<file path="src/rtl/bram_pkg.sv">
// ---------------------------------------------------------------------------
// bram_pkg
// Shared definitions for the BRAM0 byte packer:
//   state_e             - packer FSM state encoding (IDLE/RUN/LAST/DONE)
//   BRAM_AWIDTH         - default BRAM0 address width
//   BRAM_DWIDTH         - default BRAM0 row width (4 bytes)
//   BRAM_IN_DATA_WIDTH  - default byte width
//   MEM_SIZE            - BRAM0 depth in rows
// ---------------------------------------------------------------------------
package bram_pkg;

  typedef enum logic [1:0] {
    IDLE = 2'd0,
    RUN  = 2'd1,
    LAST = 2'd2,
    DONE = 2'd3
  } state_e;

  localparam int BRAM_AWIDTH        = 8;
  localparam int BRAM_DWIDTH        = 32;
  localparam int BRAM_IN_DATA_WIDTH = 8;
  localparam int MEM_SIZE           = 256;

endpackage

</file>
<file path="src/rtl/bram0_packer_if.sv">
// ---------------------------------------------------------------------------
// bram0_packer_if
// Byte-stream handshake into the BRAM0 packer.
//   s_valid - byte valid (source -> packer)
//   s_data  - byte value (source -> packer)
//   s_last  - last byte of the stream (source -> packer)
//   s_ready - packer can take a byte (packer -> source)
// Modports: master = byte source, slave = packer.
// ---------------------------------------------------------------------------
interface bram0_packer_if #(
  parameter int IN_DATA_WIDTH = 8
);

  logic                     s_valid;
  logic [IN_DATA_WIDTH-1:0] s_data;
  logic                     s_last;
  logic                     s_ready;

  modport master (
    output s_valid,
    output s_data,
    output s_last,
    input  s_ready
  );

  modport slave (
    input  s_valid,
    input  s_data,
    input  s_last,
    output s_ready
  );

endinterface

</file>
<file path="src/rtl/byte_packer.sv">
// ---------------------------------------------------------------------------
// byte_packer
// Collects accepted bytes into a DWIDTH-wide row, byte 0 in the LSBs.
// A row closes on its last byte slot or on a last-flagged byte; unused
// upper slots are zero. The packed row is presented one cycle later with a
// single-cycle row_vld_o pulse.
// Ports:
//   clk, reset_n - clock, asynchronous active-low reset
//   clear_i      - drop any partial row and restart at byte slot 0
//   vld_i        - byte accepted this cycle
//   data_i       - accepted byte
//   last_i       - accepted byte is the final one of the stream
//   fill_o       - this cycle's accepted byte closes the row (combinational)
//   row_vld_o    - packed row valid pulse (registered)
//   row_o        - packed row (registered)
// ---------------------------------------------------------------------------
module byte_packer #(
  parameter int DWIDTH        = 32,
  parameter int IN_DATA_WIDTH = 8
) (
  input  logic                     clk,
  input  logic                     reset_n,
  input  logic                     clear_i,
  input  logic                     vld_i,
  input  logic [IN_DATA_WIDTH-1:0] data_i,
  input  logic                     last_i,
  output logic                     fill_o,
  output logic                     row_vld_o,
  output logic [DWIDTH-1:0]        row_o
);

  localparam int NBYTES = DWIDTH / IN_DATA_WIDTH;
  localparam int IDXW   = $clog2(NBYTES);

  logic [IDXW-1:0]   idx_q;
  logic [DWIDTH-1:0] acc_q;
  logic [DWIDTH-1:0] acc_d;
  logic [DWIDTH-1:0] row_q;
  logic              row_vld_q;

  assign fill_o = vld_i & (last_i | (idx_q == IDXW'(NBYTES - 1)));

  // Slots above the current index are still zero in acc_q, which gives the
  // zero padding of a short final row for free.
  always_comb begin
    acc_d = acc_q;
    for (int k = 0; k < NBYTES; k++) begin
      if (idx_q == IDXW'(k)) begin
        acc_d[k*IN_DATA_WIDTH +: IN_DATA_WIDTH] = data_i;
      end
    end
  end

  always_ff @(posedge clk or negedge reset_n) begin
    if (!reset_n) begin
      idx_q     <= '0;
      acc_q     <= '0;
      row_q     <= '0;
      row_vld_q <= 1'b0;
    end else begin
      row_vld_q <= 1'b0;
      if (clear_i) begin
        idx_q <= '0;
        acc_q <= '0;
      end else if (vld_i) begin
        if (fill_o) begin
          row_q     <= acc_d;
          row_vld_q <= 1'b1;
          idx_q     <= '0;
          acc_q     <= '0;
        end else begin
          acc_q <= acc_d;
          idx_q <= idx_q + IDXW'(1);
        end
      end
    end
  end

  assign row_vld_o = row_vld_q;
  assign row_o     = row_q;

endmodule

</file>
<file path="src/rtl/bram0_packer.sv">
// ---------------------------------------------------------------------------
// bram0_packer
// Packs a byte stream into BRAM0 rows and writes them at consecutive
// addresses starting from 0, for row_count_i rows or until s_last.
// Optional feature: define BRAM0_PACKER_CHECKSUM_EN to get a modulo-2^16
// sum of accepted bytes on checksum_o (otherwise checksum_o is tied to 0).
// Ports:
//   clk, reset_n     - clock, asynchronous active-low reset
//   start_i          - start a job (only looked at in IDLE)
//   row_count_i      - rows to fill, sampled with start_i
//   s_if (slave)     - byte stream s_valid/s_data/s_last/s_ready
//   addr_o/ce_o/we_o/d_o - BRAM0 write port
//   idle_o/run_o/done_o  - state flags
//   rows_written_o   - rows written in the current/last job
//   checksum_o       - byte checksum (0 unless BRAM0_PACKER_CHECKSUM_EN)
// ---------------------------------------------------------------------------
module bram0_packer
  import bram_pkg::*;
#(
  parameter int AWIDTH        = BRAM_AWIDTH,
  parameter int DWIDTH        = BRAM_DWIDTH,
  parameter int IN_DATA_WIDTH = BRAM_IN_DATA_WIDTH
) (
  input  logic              clk,
  input  logic              reset_n,
  input  logic              start_i,
  input  logic [AWIDTH:0]   row_count_i,
  bram0_packer_if.slave     s_if,
  output logic [AWIDTH-1:0] addr_o,
  output logic              ce_o,
  output logic              we_o,
  output logic [DWIDTH-1:0] d_o,
  output logic              idle_o,
  output logic              run_o,
  output logic              done_o,
  output logic [AWIDTH:0]   rows_written_o,
  output logic [15:0]       checksum_o
);

  state_e            state_q;
  logic [AWIDTH:0]   row_count_q;
  logic [AWIDTH:0]   rows_written_q;
  logic              start_acc;
  logic              byte_acc;
  logic              row_fill;
  logic              row_vld;
  logic [DWIDTH-1:0] row_data;
  logic              final_row;

  assign s_if.s_ready = (state_q == RUN);
  assign byte_acc     = s_if.s_valid & s_if.s_ready;
  assign start_acc    = start_i & (state_q == IDLE);

  // The previous row's write always lands before this row can close, so
  // rows_written_q already counts every earlier row here.
  assign final_row = s_if.s_last | ((rows_written_q + (AWIDTH+1)'(1)) == row_count_q);

  byte_packer #(
    .DWIDTH        (DWIDTH),
    .IN_DATA_WIDTH (IN_DATA_WIDTH)
  ) u_byte_packer (
    .clk       (clk),
    .reset_n   (reset_n),
    .clear_i   (start_acc),
    .vld_i     (byte_acc),
    .data_i    (s_if.s_data),
    .last_i    (s_if.s_last),
    .fill_o    (row_fill),
    .row_vld_o (row_vld),
    .row_o     (row_data)
  );

  always_ff @(posedge clk or negedge reset_n) begin
    if (!reset_n) begin
      state_q        <= IDLE;
      row_count_q    <= '0;
      rows_written_q <= '0;
    end else begin
      if (row_vld) begin
        rows_written_q <= rows_written_q + (AWIDTH+1)'(1);
      end
      case (state_q)
        IDLE: begin
          if (start_i) begin
            row_count_q    <= row_count_i;
            rows_written_q <= '0;
            state_q        <= (row_count_i == '0) ? DONE : RUN;
          end
        end
        RUN: begin
          if (row_fill && final_row) begin
            state_q <= LAST;
          end
        end
        // The final row's write pulse occurs during LAST.
        LAST:    state_q <= DONE;
        DONE:    state_q <= IDLE;
        default: state_q <= IDLE;
      endcase
    end
  end

  assign ce_o           = row_vld;
  assign we_o           = row_vld;
  assign d_o            = row_data;
  assign addr_o         = rows_written_q[AWIDTH-1:0];
  assign rows_written_o = rows_written_q;
  assign idle_o         = (state_q == IDLE);
  assign run_o          = (state_q == RUN) | (state_q == LAST);
  assign done_o         = (state_q == DONE);

`ifdef BRAM0_PACKER_CHECKSUM_EN
  logic [15:0] checksum_q;

  always_ff @(posedge clk or negedge reset_n) begin
    if (!reset_n) begin
      checksum_q <= '0;
    end else if (start_acc) begin
      checksum_q <= '0;
    end else if (byte_acc) begin
      checksum_q <= checksum_q + 16'(s_if.s_data);
    end
  end

  assign checksum_o = checksum_q;
`else
  assign checksum_o = 16'h0000;
`endif

endmodule

</file>
<file path="src/flat_wrapper.sv">
// flat-port wrapper written by rule: the top's interface ports become plain ports
module bram0_packer_flat import bram_pkg::*;
#(
  parameter int AWIDTH        = BRAM_AWIDTH,
  parameter int DWIDTH        = BRAM_DWIDTH,
  parameter int IN_DATA_WIDTH = BRAM_IN_DATA_WIDTH
)
  (clk, reset_n, start_i, row_count_i, addr_o, ce_o, we_o, d_o, idle_o, run_o, done_o, rows_written_o, checksum_o, s_if_s_valid, s_if_s_data, s_if_s_last, s_if_s_ready);
  bram0_packer_if #(.IN_DATA_WIDTH(IN_DATA_WIDTH)) s_if_i ();
  input  logic clk;
  input  logic reset_n;
  input  logic start_i;
  input  logic [AWIDTH:0] row_count_i;
  output logic [AWIDTH-1:0] addr_o;
  output logic ce_o;
  output logic we_o;
  output logic [DWIDTH-1:0] d_o;
  output logic idle_o;
  output logic run_o;
  output logic done_o;
  output logic [AWIDTH:0] rows_written_o;
  output logic [15:0] checksum_o;
  input wire logic [$bits(s_if_i.s_valid)-1:0] s_if_s_valid;
  input wire logic [$bits(s_if_i.s_data)-1:0] s_if_s_data;
  input wire logic [$bits(s_if_i.s_last)-1:0] s_if_s_last;
  output wire logic [$bits(s_if_i.s_ready)-1:0] s_if_s_ready;
  assign s_if_i.s_valid = s_if_s_valid;
  assign s_if_i.s_data = s_if_s_data;
  assign s_if_i.s_last = s_if_s_last;
  assign s_if_s_ready = s_if_i.s_ready;
  bram0_packer #(.AWIDTH(AWIDTH), .DWIDTH(DWIDTH), .IN_DATA_WIDTH(IN_DATA_WIDTH)) u_core (.clk(clk), .reset_n(reset_n), .start_i(start_i), .row_count_i(row_count_i), .s_if(s_if_i), .addr_o(addr_o), .ce_o(ce_o), .we_o(we_o), .d_o(d_o), .idle_o(idle_o), .run_o(run_o), .done_o(done_o), .rows_written_o(rows_written_o), .checksum_o(checksum_o));
endmodule
</file>
<file path="config.mk">
export PLATFORM = sky130hd
export DESIGN_NAME = bram0_packer_flat
export DESIGN_NICKNAME = d
export VERILOG_FILES = /design/src/rtl/bram_pkg.sv /design/src/rtl/bram0_packer_if.sv /design/src/rtl/byte_packer.sv /design/src/rtl/bram0_packer.sv /design/src/flat_wrapper.sv
export SDC_FILE = /design/constraint.sdc
export NUM_CORES = 1
export LEC_CHECK = 0
export ABC_AREA = 1
export ABC_CLOCK_PERIOD_IN_PS = 2200
export CELL_PAD_IN_SITES_DETAIL_PLACEMENT = 0
export CELL_PAD_IN_SITES_GLOBAL_PLACEMENT = 1
export CORE_MARGIN = 8
export CORE_UTILIZATION = 37
export CTS_CLUSTER_SIZE = 25
export DETAILED_ROUTE_END_ITERATION = 10
export PLACE_DENSITY_LB_ADDON = 0.12
export SKIP_LAST_GASP = 1
export SLEW_MARGIN = 20
export SYNTH_ARGS = -nofsm -noshare
export SYNTH_HDL_FRONTEND = slang
export SYNTH_SLANG_ARGS = --single-unit
</file>
<file path="constraint.sdc">
create_clock -name clk -period 2.2 [get_ports clk]
set_input_delay 0.44 -clock clk [delete_from_list [all_inputs] [get_ports clk]]
set_output_delay 0.44 -clock clk [all_outputs]
set_load 0.005 [all_outputs]
</file>
==> out/metrics.yaml <==
grt:
  grtUsageTotal_pct: 14.3
  grt_first_pass_wirelength_mm: 17.2
  grt_max_degree: 88
  overflow: 0
  grt_pass1_vias: 3324
  antenna_found_initial: 0
cells_and_area:
  nFillCells: 1154
  syn_to_final_growth_pct: 26.6
  drive_above_1_share_pct: 6.94
  fin_nets: 617
  antenna_cells: 0
yosys:
  ys.warnings.count: 0
  yosys.area.top_type: "dfrtp_1"
  netlist_top_cells_count: "94 x inv_1, 87 x dfrtp_1, 79 x nand2_1"
  yosysSeqAreaShare_pct: 50.5
  synth-seq-cells: 87
  syn_area_sq_um: 4310
  syn_inst: 523
  synthMostInstantiatedCell: "inv_1"
  synth_edf_count: 0
  synth_cell_types: 28
  synth_ff_type: "dfrtp_1"
  netlist_top_cells_area: "dfrtp_1 50%, inv_1 8.2%, nand2_1 6.9%"
  yosys.area.top_type_share_pct: 50.5
  synthArstFlopShare_pct: 100
  syn_avg_cell_area_sq_um: 8.24
pwr:
  total_power_w: 0.00723
  p_leak_nw: 2.47
  cellPowerDensity_nw_per_um2: 1320
  peakVddDrop_mv: 0.600
setup_path:
  critPathMaxFanout: 6
  cp-start-kind: "flop"
  cp-end-kind: "output port"
  cp_data_arrival_time_ns: 1.64
  required_ns: 1.76
  critPathKind: "flop to output port"
clocking:
  cts_resized: 0
  cts_root_buf: "clkbuf_16"
  cts_tree: "yes"
  htree_levels: 3
  path_clk_slew_ns: 0.06
  clock-sinks: 87
  post-cts-setup-buffer-count: 0
  hold_buffers: 0
  cts_made_buffers: 9
  cts_buffer_depth: 2
  clock_latency_ns: 0.34
timing:
  fin_crit_ns: 2.08
  drv_slew: 0
  setup_tns_ns: 0
  skew_ns: 0.00839
  period_share_pct: 94.5
  rsz0062_at_grt: "false"
  fmax_mhz: 481
  setup_ws_ns: 0.122
  finalHoldViolations: 0
  setup_viol_count_final: 0
drt:
  top_layer: "met4"
  routedWlPerCell_um: 14.4
  route.met3.wl_um: 606
  wl_met2_mm: 4.68
  drtAntennaViolNets: 0
  drc: 0
  route.vias.total: 3442
  wl_mm: 10.6
  drt-met1-wl_mm: 5.19
  drt_iter0_drc: 219
  via_per_inst: 4.69
  drt_pre_antenna_iters: 4
die:
  num_io_pins: 93
  placeableCoreArea_sq_um: 11400
  fp.dieW_um: 124
  dieArea_sq_um: 15400
  start_util_pct: 37.8
  die_y_um: 124
  rows: 39
flow_run:
  maxCapViolations: 0
placed_design:
  portBuffers: 76
  place.gp.congestion: 0.770
  post-dp-hpwl_mm: 7.24
  place_ws_ns: 0.234
worst_hold_path:
  min_path_type: "input pin to async pin"
status:
  status: "finished, final reports clean"
==> state kept, by name, summed over array words and instances, names as in the netlist <==
| signal | count |
|---|---|
| u_core.u_byte_packer.idx_q | 2 |
| u_core.row_count_q | 9 |
| u_core.rows_written_o | 9 |
| u_core.u_byte_packer.row_o | 32 |
| u_core.u_byte_packer.row_vld_o | 1 |
| u_core.u_byte_packer.acc_q | 32 |
| u_core.state_q | 2 |
==> power by group <==
group	total (W)	internal (W)	leakage, nW	switching (W)
sequential	0.00258	0.00216	1.12	0.000413
clock	0.00160	0.000975	0.159	0.000628
combinational	0.00305	0.00158	1.19	0.00147
==> layout make-up <==
cell class                      instances  area (sq um)  share of cell area [%]
Multi-Input combinational cell        308          1560                    28.5
Sequential cell                        87          2180                    39.9
Clock inverter                          4          52.6                   0.962
Tap cell                              143           179                    3.28
Clock buffer                           12           267                    4.88
Timing Repair Buffer                   84           868                    15.9
Inverter                               96           360                    6.60
==> critical path, stage by stage, from the launching register on <==
cell	delay (ns)
dfrtp_1	0.41
inv_1	0.10
ha_1	0.26
clkdlybuf4s50_1	0.54
==> cell families (layout without fill, tap and decap cells) <==
| logic type | Yosys count | count (layout) | synth area share (%) |
|---|---|---|---|
| compound gates | 124 | 124 | 15.7 |
| fa+ha+maj | 9 | 9 | 2.61 |
| xor+xnor | 3 | 3 | 0.610 |
| buf+inv | 143 | 196 | 14.8 |
| other cells | 1 | 16 | 0.0870 |
| simple gates | 156 | 156 | 15.6 |
| flops | 87 | 87 | 50.5 |
==> worst paths after layout <==
| path | start | to | slack (ns) | cells after the start |
|---|---|---|---|---|
| max | u_core.state_q[0] | idle_o | 0.12 | 3 |
| min | reset_n | u_core.rows_written_o[2] | 0.13 | 2 |
| max reg2reg | u_core.rows_written_o[1] | u_core.state_q[0] | 0.25 | 15 |
| min reg2reg | u_core.row_count_q[8] | u_core.row_count_q[8] | 0.50 | 2 |
| max in group asynchronous | reset_n | u_core.rows_written_o[0] | 1.68 | 2 |
| min in group clk | u_core.row_count_q[8] | u_core.row_count_q[8] | 0.50 | 2 |
==> placed cells by master, fill, tap and decap left out, types with 9 or more instances in the layout <==
cell             count
clkbuf_16            9
nand3_1             12
o21ai_0             49
inv_1               94
clkdlybuf4s50_1     75
dfrtp_1             87
nand2_1             79
conb_1              16
a21oi_1             39
o22ai_1             33
ha_1                 9
nor2_1              41
==> stage by stage <==
stage	hold slack, ns	std cells	area (sq um)	utilization (%)
floorplan	0.144	538	4370	-
global placement	0.482	718	5140	45.0
detailed placement	0.496	718	5140	45.0
CTS	0.165	734	5460	47.8
global route	0.170	734	5460	47.8
finish	0.125	734	5460	47.8
==> metal layers <==
layer	global-route usage, %	vias to the layer above
li1	-	1754
met1	20.2	1610
met2	21.3	72
met3	3.45	6
met4	4.16	0
met5	0	-
Note: power is estimated with default switching activity, not from simulation.
